<file path="src/rtl/csi_rx_raw10_unpack_pkg.sv">
// Shared types and constants for the CSI-2 RAW10 unpack path.
//   pix10_t         : one 10-bit pixel
//   pix4_t          : four pixels of one RAW10 group, [0] = earliest
//   grp_t           : five packed bytes of one RAW10 group, [0] = earliest
//   NUM_LANE_DEF    : default number of byte lanes per input beat
package csi_rx_raw10_unpack_pkg;
  localparam int NUM_LANE_DEF    = 2;
  localparam int RAW10_GRP_BYTES = 5;
  localparam int RAW10_GRP_PIX   = 4;

  typedef logic [9:0]                            pix10_t;
  typedef pix10_t [RAW10_GRP_PIX-1:0]            pix4_t;
  typedef logic [RAW10_GRP_BYTES-1:0][7:0]       grp_t;
endpackage

</file>
<file path="src/rtl/csi_rx_raw10_unpack_grp.sv">
// Purely combinational RAW10 group mapping: 5 bytes -> 4 x 10-bit pixels.
// Bytes 0..3 hold the 8 MSBs of pixels 0..3; byte 4 packs the 2 LSBs of
// each pixel, pixel 0 in bits [1:0].
//   grp : input  grp_t,  [0] = earliest byte
//   pix : output pix4_t, [0] = earliest pixel
module csi_rx_raw10_grp
  import csi_rx_raw10_unpack_pkg::*;
(
  input  grp_t  grp,
  output pix4_t pix
);
  always_comb begin
    pix = '0;
    for (int k = 0; k < RAW10_GRP_PIX; k++)
      pix[k] = {grp[k], grp[4][2*k +: 2]};
  end
endmodule

</file>
<file path="src/rtl/csi_rx_raw10_unpack.sv">
// RAW10 unpacker: regroups a NUM_LANE-byte-wide payload stream into 5-byte
// groups and emits 4 pixels per group, one cycle after the completing beat.
// Lines whose byte count is not a multiple of 5 are flagged at line end.
// Optional feature macro CSI_RAW10_LINE_CHK_EN: per-line pixel counter with
// line_len / sticky len_err reporting against H_PIXELS.
// Ports:
//   clock, reset (sync, active-high), enable (0 = hold in reset)
//   in_dat/in_vld/in_line/in_frame : payload bytes, lane 0 earliest
//   pix_dat/pix_vld                : 4 pixels + 1-cycle strobe
//   pix_line/pix_frame             : in_line/in_frame delayed 1 cycle
//   line_end/partial_err           : pulses on the cycle after in_line falls
//   line_len/len_err               : line length check (macro only, else 0)
module csi_rx_raw10_unpack
  import csi_rx_raw10_unpack_pkg::*;
#(
  parameter int NUM_LANE = csi_rx_raw10_unpack_pkg::NUM_LANE_DEF,
  parameter int H_PIXELS = 1920
) (
  input  logic                     clock,
  input  logic                     reset,
  input  logic                     enable,
  input  logic [NUM_LANE-1:0][7:0] in_dat,
  input  logic                     in_vld,
  input  logic                     in_line,
  input  logic                     in_frame,
  output pix4_t                    pix_dat,
  output logic                     pix_vld,
  output logic                     pix_line,
  output logic                     pix_frame,
  output logic                     line_end,
  output logic                     partial_err,
  output logic [15:0]              line_len,
  output logic                     len_err
);
  logic [3:0][7:0] acc_q, acc_d;
  logic [2:0]      fill_q, fill_d;
  logic            line_q, line_d, frame_q, frame_d;
  pix4_t           pix_dat_q, pix_dat_d;
  logic            pix_vld_q, pix_vld_d;
  logic            line_end_q, line_end_d, perr_q, perr_d;

  logic            rise, fall, ffall, take, clr;
  logic [2:0]      base;
  logic [3:0]      tot;
  logic [8:0][7:0] w;     // held bytes followed by this beat's bytes
  pix4_t           grp_pix;

  csi_rx_raw10_grp u_grp (.grp(w[4:0]), .pix(grp_pix));

  always_comb begin
    rise  = in_line & ~line_q;
    fall  = line_q & ~in_line;
    ffall = frame_q & ~in_frame;
    take  = in_vld & in_line;
    // A new line or a frame end discards stale bytes before this beat joins.
    clr   = rise | ffall;
    base  = clr ? 3'd0 : fill_q;
    tot   = {1'b0, base} + 4'(NUM_LANE);

    w = '0;
    for (int i = 0; i < 4; i++)
      if (i < int'(base)) w[i] = acc_q[i];
    for (int j = 0; j < NUM_LANE; j++)
      if (int'(base) + j < 9) w[int'(base) + j] = in_dat[j];

    acc_d      = acc_q;
    fill_d     = fill_q;
    pix_dat_d  = pix_dat_q;
    pix_vld_d  = 1'b0;
    line_end_d = 1'b0;
    perr_d     = 1'b0;
    line_d     = in_line;
    frame_d    = in_frame;

    if (take) begin
      if (tot >= 4'd5) begin
        pix_vld_d = 1'b1;
        pix_dat_d = grp_pix;
        for (int j = 0; j < 4; j++) acc_d[j] = w[j+5];
        fill_d = 3'(tot - 4'd5);
      end else begin
        for (int j = 0; j < 4; j++) acc_d[j] = w[j];
        fill_d = tot[2:0];
      end
    end else if (clr) begin
      fill_d = 3'd0;
    end

    // in_line is low here, so no beat was taken this cycle.
    if (fall) begin
      line_end_d = 1'b1;
      perr_d     = (fill_q != 3'd0);
      fill_d     = 3'd0;
    end
  end

  always_ff @(posedge clock) begin
    if (reset || !enable) begin
      acc_q      <= '0;
      fill_q     <= '0;
      line_q     <= 1'b0;
      frame_q    <= 1'b0;
      pix_dat_q  <= '0;
      pix_vld_q  <= 1'b0;
      line_end_q <= 1'b0;
      perr_q     <= 1'b0;
    end else begin
      acc_q      <= acc_d;
      fill_q     <= fill_d;
      line_q     <= line_d;
      frame_q    <= frame_d;
      pix_dat_q  <= pix_dat_d;
      pix_vld_q  <= pix_vld_d;
      line_end_q <= line_end_d;
      perr_q     <= perr_d;
    end
  end

  assign pix_dat     = pix_dat_q;
  assign pix_vld     = pix_vld_q;
  assign pix_line    = line_q;
  assign pix_frame   = frame_q;
  assign line_end    = line_end_q;
  assign partial_err = perr_q;

`ifdef CSI_RAW10_LINE_CHK_EN
  logic [15:0] cnt_q, cnt_d, len_q, len_d;
  logic        lerr_q, lerr_d;

  // Counting at emission time means the count is complete on the fall cycle.
  always_comb begin
    cnt_d  = cnt_q;
    len_d  = len_q;
    lerr_d = lerr_q;
    if (rise) cnt_d = '0;
    if (pix_vld_d) cnt_d = (cnt_d > 16'hFFFB) ? 16'hFFFF : cnt_d + 16'd4;
    if (fall) begin
      len_d  = cnt_q;
      lerr_d = lerr_q | (cnt_q != 16'(H_PIXELS));
    end
  end

  always_ff @(posedge clock) begin
    if (reset || !enable) begin
      cnt_q  <= '0;
      len_q  <= '0;
      lerr_q <= 1'b0;
    end else begin
      cnt_q  <= cnt_d;
      len_q  <= len_d;
      lerr_q <= lerr_d;
    end
  end

  assign line_len = len_q;
  assign len_err  = lerr_q;
`else
  logic unused_hpix;
  assign unused_hpix = ^16'(H_PIXELS);
  assign line_len    = '0;
  assign len_err     = 1'b0;
`endif
endmodule
</file>
<file path="config.mk">
export PLATFORM = sky130hd
export DESIGN_NAME = csi_rx_raw10_unpack
export DESIGN_NICKNAME = d
export VERILOG_FILES = /design/src/rtl/csi_rx_raw10_unpack_pkg.sv /design/src/rtl/csi_rx_raw10_unpack_grp.sv /design/src/rtl/csi_rx_raw10_unpack.sv
export SDC_FILE = /design/constraint.sdc
export NUM_CORES = 1
export LEC_CHECK = 0
export ABC_AREA = 1
export CORE_UTILIZATION = 55
export DETAILED_ROUTE_END_ITERATION = 10
export GPL_TIMING_DRIVEN = 0
export PLACE_DENSITY_LB_ADDON = 0.08
export SLEW_MARGIN = 20
export SYNTH_ARGS = -nofsm -noshare
export SYNTH_HDL_FRONTEND = slang
export SYNTH_SLANG_ARGS = --single-unit
</file>
<file path="constraint.sdc">
create_clock -name clock -period 5.6 [get_ports clock]
set_input_delay 1.68 -clock clock [delete_from_list [all_inputs] [get_ports clock]]
set_output_delay 1.68 -clock clock [all_outputs]
set_load 0.05 [all_outputs]
</file>
# --- Word level (Yosys, flattened, before mapping) ---
# Index checks and enable logic that the tools add are counted.
classes:
  add_sub_neg: 3
  mul: 0
  div_mod_pow: 0
  magnitude_cmp: 11
  n_eq_ne: 0
  n_shift: 0
  n_mux: 18
  bitwise: 10
  reduce_logical: 9
ops:
  columns: ["op", "n"]
  rows:
  - ["$bwmux 72", 2]
  - ["$mux 72", 2]
  - ["$mux 8", 6]
  - ["$demux 8 s4", 1]
  - ["$lt 32x5->1 const B", 1]
  - ["$mux 32", 1]
  - ["$demux 8 s3", 1]
  - ["$mux 3", 3]
  - ["$lt 1x3->1 const A", 2]
  - ["$lt 2x3->1 const A", 2]
  - ["$reduce_or 2->1", 3]
  - ["$lt 3x5->1 const B", 1]
  - ["$lt 4x5->1 const B", 1]
  - ["$not 1->1", 5]
  - ["$add 3x1->4 const B", 1]
  - ["$add 3x2->4 const B", 1]
  - ["$and 1x1->1", 4]
  - ["$ge 4x1->1 const B", 1]
  - ["$ge 4x3->1 const B", 1]
  - ["$lt 3x4->1 const B", 1]
  - ["$ge 3x1->1 const B", 1]
  - ["$reduce_bool 3->1", 1]
  - ["$sub 3x3->3 const B", 1]
  - ["$logic_and 1x1->1", 2]
  - ["other kinds (5)", 6]
totals:
  ff_bits: 80
  latch_bits: 0
  mem_bits_rw: 0
  romBits: 0
  in_bits: 22
  wordCells: 65
  mem_count: 0

# --- Longest topological paths before layout ---
logic_depth:
  word_depth: 13
  depth_mapped: 16
  ltp_nobuf: 16

# --- By module ---
# Synthesis repeated with hierarchy kept, for this count alone.
unflattened:
  cells_unflattened: 789
  hier_area_um2: 5106.1
by_module_without_submodules:
  columns: ["mod", "n_inst", "cells_each", "area_per_inst_um2", "seq_area_each_um2"]
  rows:
  - ["csi_rx_raw10_unpack", 1, 749, 4805.9, 1601.5]
  - ["csi_rx_raw10_grp", 1, 40, 300.3, 0.0]

# --- Worst setup path before layout ---
# No wires, ideal clock.
synth_path:
  path_kind: "input to register"
  startpoint: "input in_frame"
  endpoint: "register acc_q[6] in the netlist's numbering"
  arrival_time_ns: 3.370
  required_time_ns: 5.491
  setup_slack_ns: 2.121
  cell_stages: 16
  n_path_buf: 0
  cell_sequence: "inv_1 -> nand2_2 -> nand2_2 -> nor2_1 -> inv_1 -> ha_1 -> nand2_1 -> inv_1 -> nand2_1 -> nand2_1 -> nand2_1 -> nand2_1 -> nand2_1 -> nand3_1 -> nand2_1 -> inv_1"
synth_between:
  elab_chain_len: 13
  elab_cells_between_ends: 26
  classes_between: "add/sub: 2; order compare: 8; mux: 11; bitwise: 3; reduce/logical: 2"
synth_lines:
  columns: ["element", "line", "text"]
  rows:
  - ["start, declared", "csi_rx_raw10_unpack.sv:25", "input logic in_frame,"]
  - ["$not 1->1 (*)", "csi_rx_raw10_unpack.sv:53", "ffall = frame_q & ~in_frame;"]
  - ["$and 1x1->1 (*)", "csi_rx_raw10_unpack.sv:53", null]
  - ["$or 1x1->1 (*)", "csi_rx_raw10_unpack.sv:56", "clr = rise | ffall;"]
  - ["$mux 3 (*)", null, null]
  - ["parallel branches: the longest is 8 deep, another holds $lt 4x5->1", null, null]
  - ["$mux 32 (*)", "csi_rx_raw10_unpack.sv:76", "if (tot >= 4'd5) begin"]
  - ["end signal, assigned", "csi_rx_raw10_unpack.sv:99", "acc_q <= '0;"]
  - ["end signal, assigned", "csi_rx_raw10_unpack.sv:108", "acc_q <= acc_d;"]
  - ["end, declared", "csi_rx_raw10_unpack.sv:35", "logic [3:0][7:0] acc_q, acc_d;"]
# Every way passes the cells marked *.
# A chain may end at the register's enable or synchronous reset.

# --- Worst setup path after layout ---
layout_path:
  startpoint: "input in_line"
  endpoint: "register acc_q[6] in the netlist's numbering"
layout_between:
  elab_chain_len: 12
  elab_cells_between_ends: 26
  classes_between: "add/sub: 2; order compare: 8; mux: 11; bitwise: 3; reduce/logical: 2"
layout_lines:
  columns: ["element", "line", "text"]
  rows:
  - ["start, declared", "csi_rx_raw10_unpack.sv:24", "input logic in_line,"]
  - ["parallel branches: the longest is 12 deep, another holds $lt 4x5->1", null, null]
# Several ways; the timed one is not identified.

==> metrics.md <==
| Metric | Value |
|---|---|
| WL/cell | about 18 um |
| Die Ht | 95.24 um |
| Actual slew at the worst max-slew pin | a little under 0.7 ns |
| Synth area leader | dfxtp_1 |
| Synth warn | 0 |
| I/O pins | 84 |
| Initial antenna violation count | 0 |
| PortBufs | between 60 and 70 |
| All-Layer GR Usage | a little under two fifths |
| Synth top area share | about a third |
| DRC marker count from the first detailed-route iteration | 475 |
| Tightest Hold Check Type | reg2reg |
| P_leak | 0.002571 uW |
| Nets | ~850 |
| TNS Setup | 0 ns |
| DR pass1 iterations | 6 |
| CP delay by family, top | simple AND/OR/NAND/NOR gates |
| Post-Syn Area per Cell | roughly 6.5 um2 |
| Initial Util | slightly below 60% |
| ANT cells | 0 |
| Root Driver | clkbuf_8 |
| Fill count | approximately 770 |
| Final worst clock skew | 0.01348 ns |
| Slew Viols, Final | 0 |
| Sequential power share | between 40% and 50% |
| Global-route wire length before repair | 25.15 mm |
| Status | completed |
| Critical-path maximum fanout | 8 |
| Combinational fraction of design power | between 10% and 20% |
| Post-Layout Cell Count | 933 |
| Vias in the first global route | roughly 5000 |
| CTS Buf Count | 9 |
| Dpl cells | 918 |
| Tmin final | between 4 and 5 ns |
| Peak VDD IR | 0.1259 mV |
| Setup crit start kind | primary input |
| Crit path top cell by count | nand2_1 |
| Most common cell after layout, fill and taps aside | nand2_1 |
| Via/cell ratio | between 5 and 6 |
| Tcrit/Tclk final | about three quarters |
| Most frequent cells in the layout | nand2_1, nor2_1, o21ai_0 |
| R2R depth | 16 |
| Hold Path Cell Cnt | 2 |
| Crit end category | flop |
| Largest net degree at the start of global routing | 14 |
| Fmax | roughly 240 MHz |
| Internal power | approximately 880 uW |
| Unique masters post-synth | 31 |
| Clk_lat worst skew | roughly 0.38 ns |
| CP max stage cell | clkdlybuf4s50_1 |
| Die area | roughly 9000 um2 |
| Residual DRC count | 0 |
| Worst path cell trace | clkdlybuf4s50_1 -> nand2_2 -> nand2_2 -> nor2_1 -> inv_1 -> ha_1 -> nand2_1 -> inv_1 -> nand2_1 -> nand2_1 -> nand2_1 -> nand2_1 -> nand2_1 -> nand3_1 -> nand2_1 -> inv_1 |
| Area contributors post-synth | dfxtp_1, nand2_1, o21ai_0 |
| Post-synthesis cell count | about 730 |
| Worst setup margin | ~1.5 ns |
| Register area | 1602 um2 |
| Post-CTS Resized | 0 |
| Critical path class | in2reg |
| Power per cell area | between 200 and 250 nW/um2 |
| Endpoints failing setup | 0 |
| Clock power share | 38.7% |
| Reg-to-reg slack, setup | around 2.9 ns |
| Switching Share | 29.26% |
| H-tree levels | 3 |
| Area occupied by multi-input gates | between 2000 and 3000 um2 |
| Core Box Area | 8299 um2 |
| Arrival @ worst endpoint | between 4 and 5 ns |
| Worst R2R Start | pix_line |
| Worst path max stage delay | 0.46 ns |
| Grt total ovfl | 0 |
| # Post-CTS Setup Buffers | 0 |
| Hold Fails Final Rpt | 0 |
| Detail Placement HPWL | 11.70 mm |
| Max_cap viols | 0 |
| Cts hold-fix bufs | 0 |
| Clock Path Buffers | 2 |
| Site Rows | 33 |
| RR Endpoint | acc_q[6] |
| CTS sink cnt | 80 |
| Post-synthesis sequential area ratio | about a third |
| Hold path start | pix_dat[7] |
| Final wirelength | approximately 16 mm |
| Share of layout cells above drive strength 1 | 9.179% |
| Die width | between 90 and 100 um |
| TritonCTS clock tree | yes |
| Via count | 5432 |
| WP data required | 5.87 ns |
| RSZ-0062 raised after global routing | false |
| Worst Path Buf+Inv | 4 |
| Synthesized area | around 4800 um2 |
| Clock transition at path regs | about 0.080 ns |
| Sw Pwr | around 360 uW |
| Seq cells post-synth | 80 |
| GPL Wtd Cong | about 0.94 |
| Hold EP | pix_dat[7] |
| Antenna-violating nets left | 0 |
| Place WS | around 1.2 ns |
| Area delta synth->final | 22.19% |
| Max-slew headroom at the worst pin | ~55% |
registers in the layout (all words and copies together), names as in the netlist:
name / flops
fill_q: 3
acc_q: 32
pix_dat: 40
partial_err: 1
pix_line: 1
line_end: 1
pix_vld: 1
pix_frame: 1
synthesized netlist by cell type, drive strengths merged:
master / number
nand2: 136
o21ai: 103
nor2: 96
inv: 82
dfxtp: 80
nand3: 58
a21oi: 45
buf: 39
a31oi: 25
clkbuf: 17
o21a: 17
o211ai: 9
o22ai: 8
ha: 6
nand4: 5
nor3: 2
clkinv: 1
conb: 1
xor2: 1
power groups by stage:
stage	logic (uW)	clock network, uW	registers (uW)
floorplan	106	0	600
global placement	168	0	595
detailed placement	170	0	596
CTS	171	471	582
global route	187	496	583
finish	177	479	582
kinds of logic after synthesis:
logic type / Yosys count / synth area share, %
AND/OR/NAND/NOR: 297 / 27.01
XOR/XNOR: 1 / 0.1832
flip-flops: 80 / 33.50
adder cells (fa/ha/maj): 6 / 1.570
other: 1 / 0.07844
buffers and inverters: 139 / 13.29
AO/OA/AOI/OAI: 207 / 24.37
layout make-up:
class	instances	area share [%]
buffer	56	5.547
clock buffer	9	2.120
clock inverter	6	1.456
inverter	83	5.333
multi-input combinational	528	44.57
sequential	80	27.41
tap	105	2.249
timing repair buffer	66	11.31
worst min-delay path, stage by stage, from the launching register on:
cell     delay, ns
dfxtp_1       0.33
o21ai_1       0.07
nor2_1        0.09
worst max path at each step:
| stage | start | to | slack [ns] | cells past startpoint |
|---|---|---|---|---|
| 2_1_floorplan | in_frame | acc_q[6] | 2.12 | 16 |
| 3_3_place_gp | in_frame | acc_q[6] | 1.20 | 17 |
| 3_5_place_dp | in_line | acc_q[6] | 1.16 | 16 |
| 4_1_cts | in_line | acc_q[6] | 1.52 | 16 |
| 5_1_grt | in_frame | acc_q[6] | 1.25 | 17 |
| 6_report | in_line | acc_q[6] | 1.48 | 16 |
layer usage:
| layer | track usage [%] | wire, um |
|---|---|---|
| met5 | 0 | 0 |
| met4 | 23.36 | 962 |
| met3 | 9.410 | 1781 |
| met2 | 59.40 | 7207 |
| met1 | 45.27 | 6418 |
per-stage QoR:
| step | total power [uW] | area [um2] | util, % | hold WS (ns) |
|---|---|---|---|---|
| after detailed placement | 765.7 | 5633 | 67.87 | 0.5019 |
| after global routing | 1267 | 5842 | 70.39 | 0.5556 |
| after CTS | 1224 | 5842 | 70.39 | 0.5335 |
| final | 1238 | 5842 | 70.39 | 0.5235 |
| after floorplan | 705.2 | 4841 | - | 0.5042 |
| after global placement | 763.3 | 5633 | 67.87 | 0.4960 |
Power figures use the tool's default switching activity.
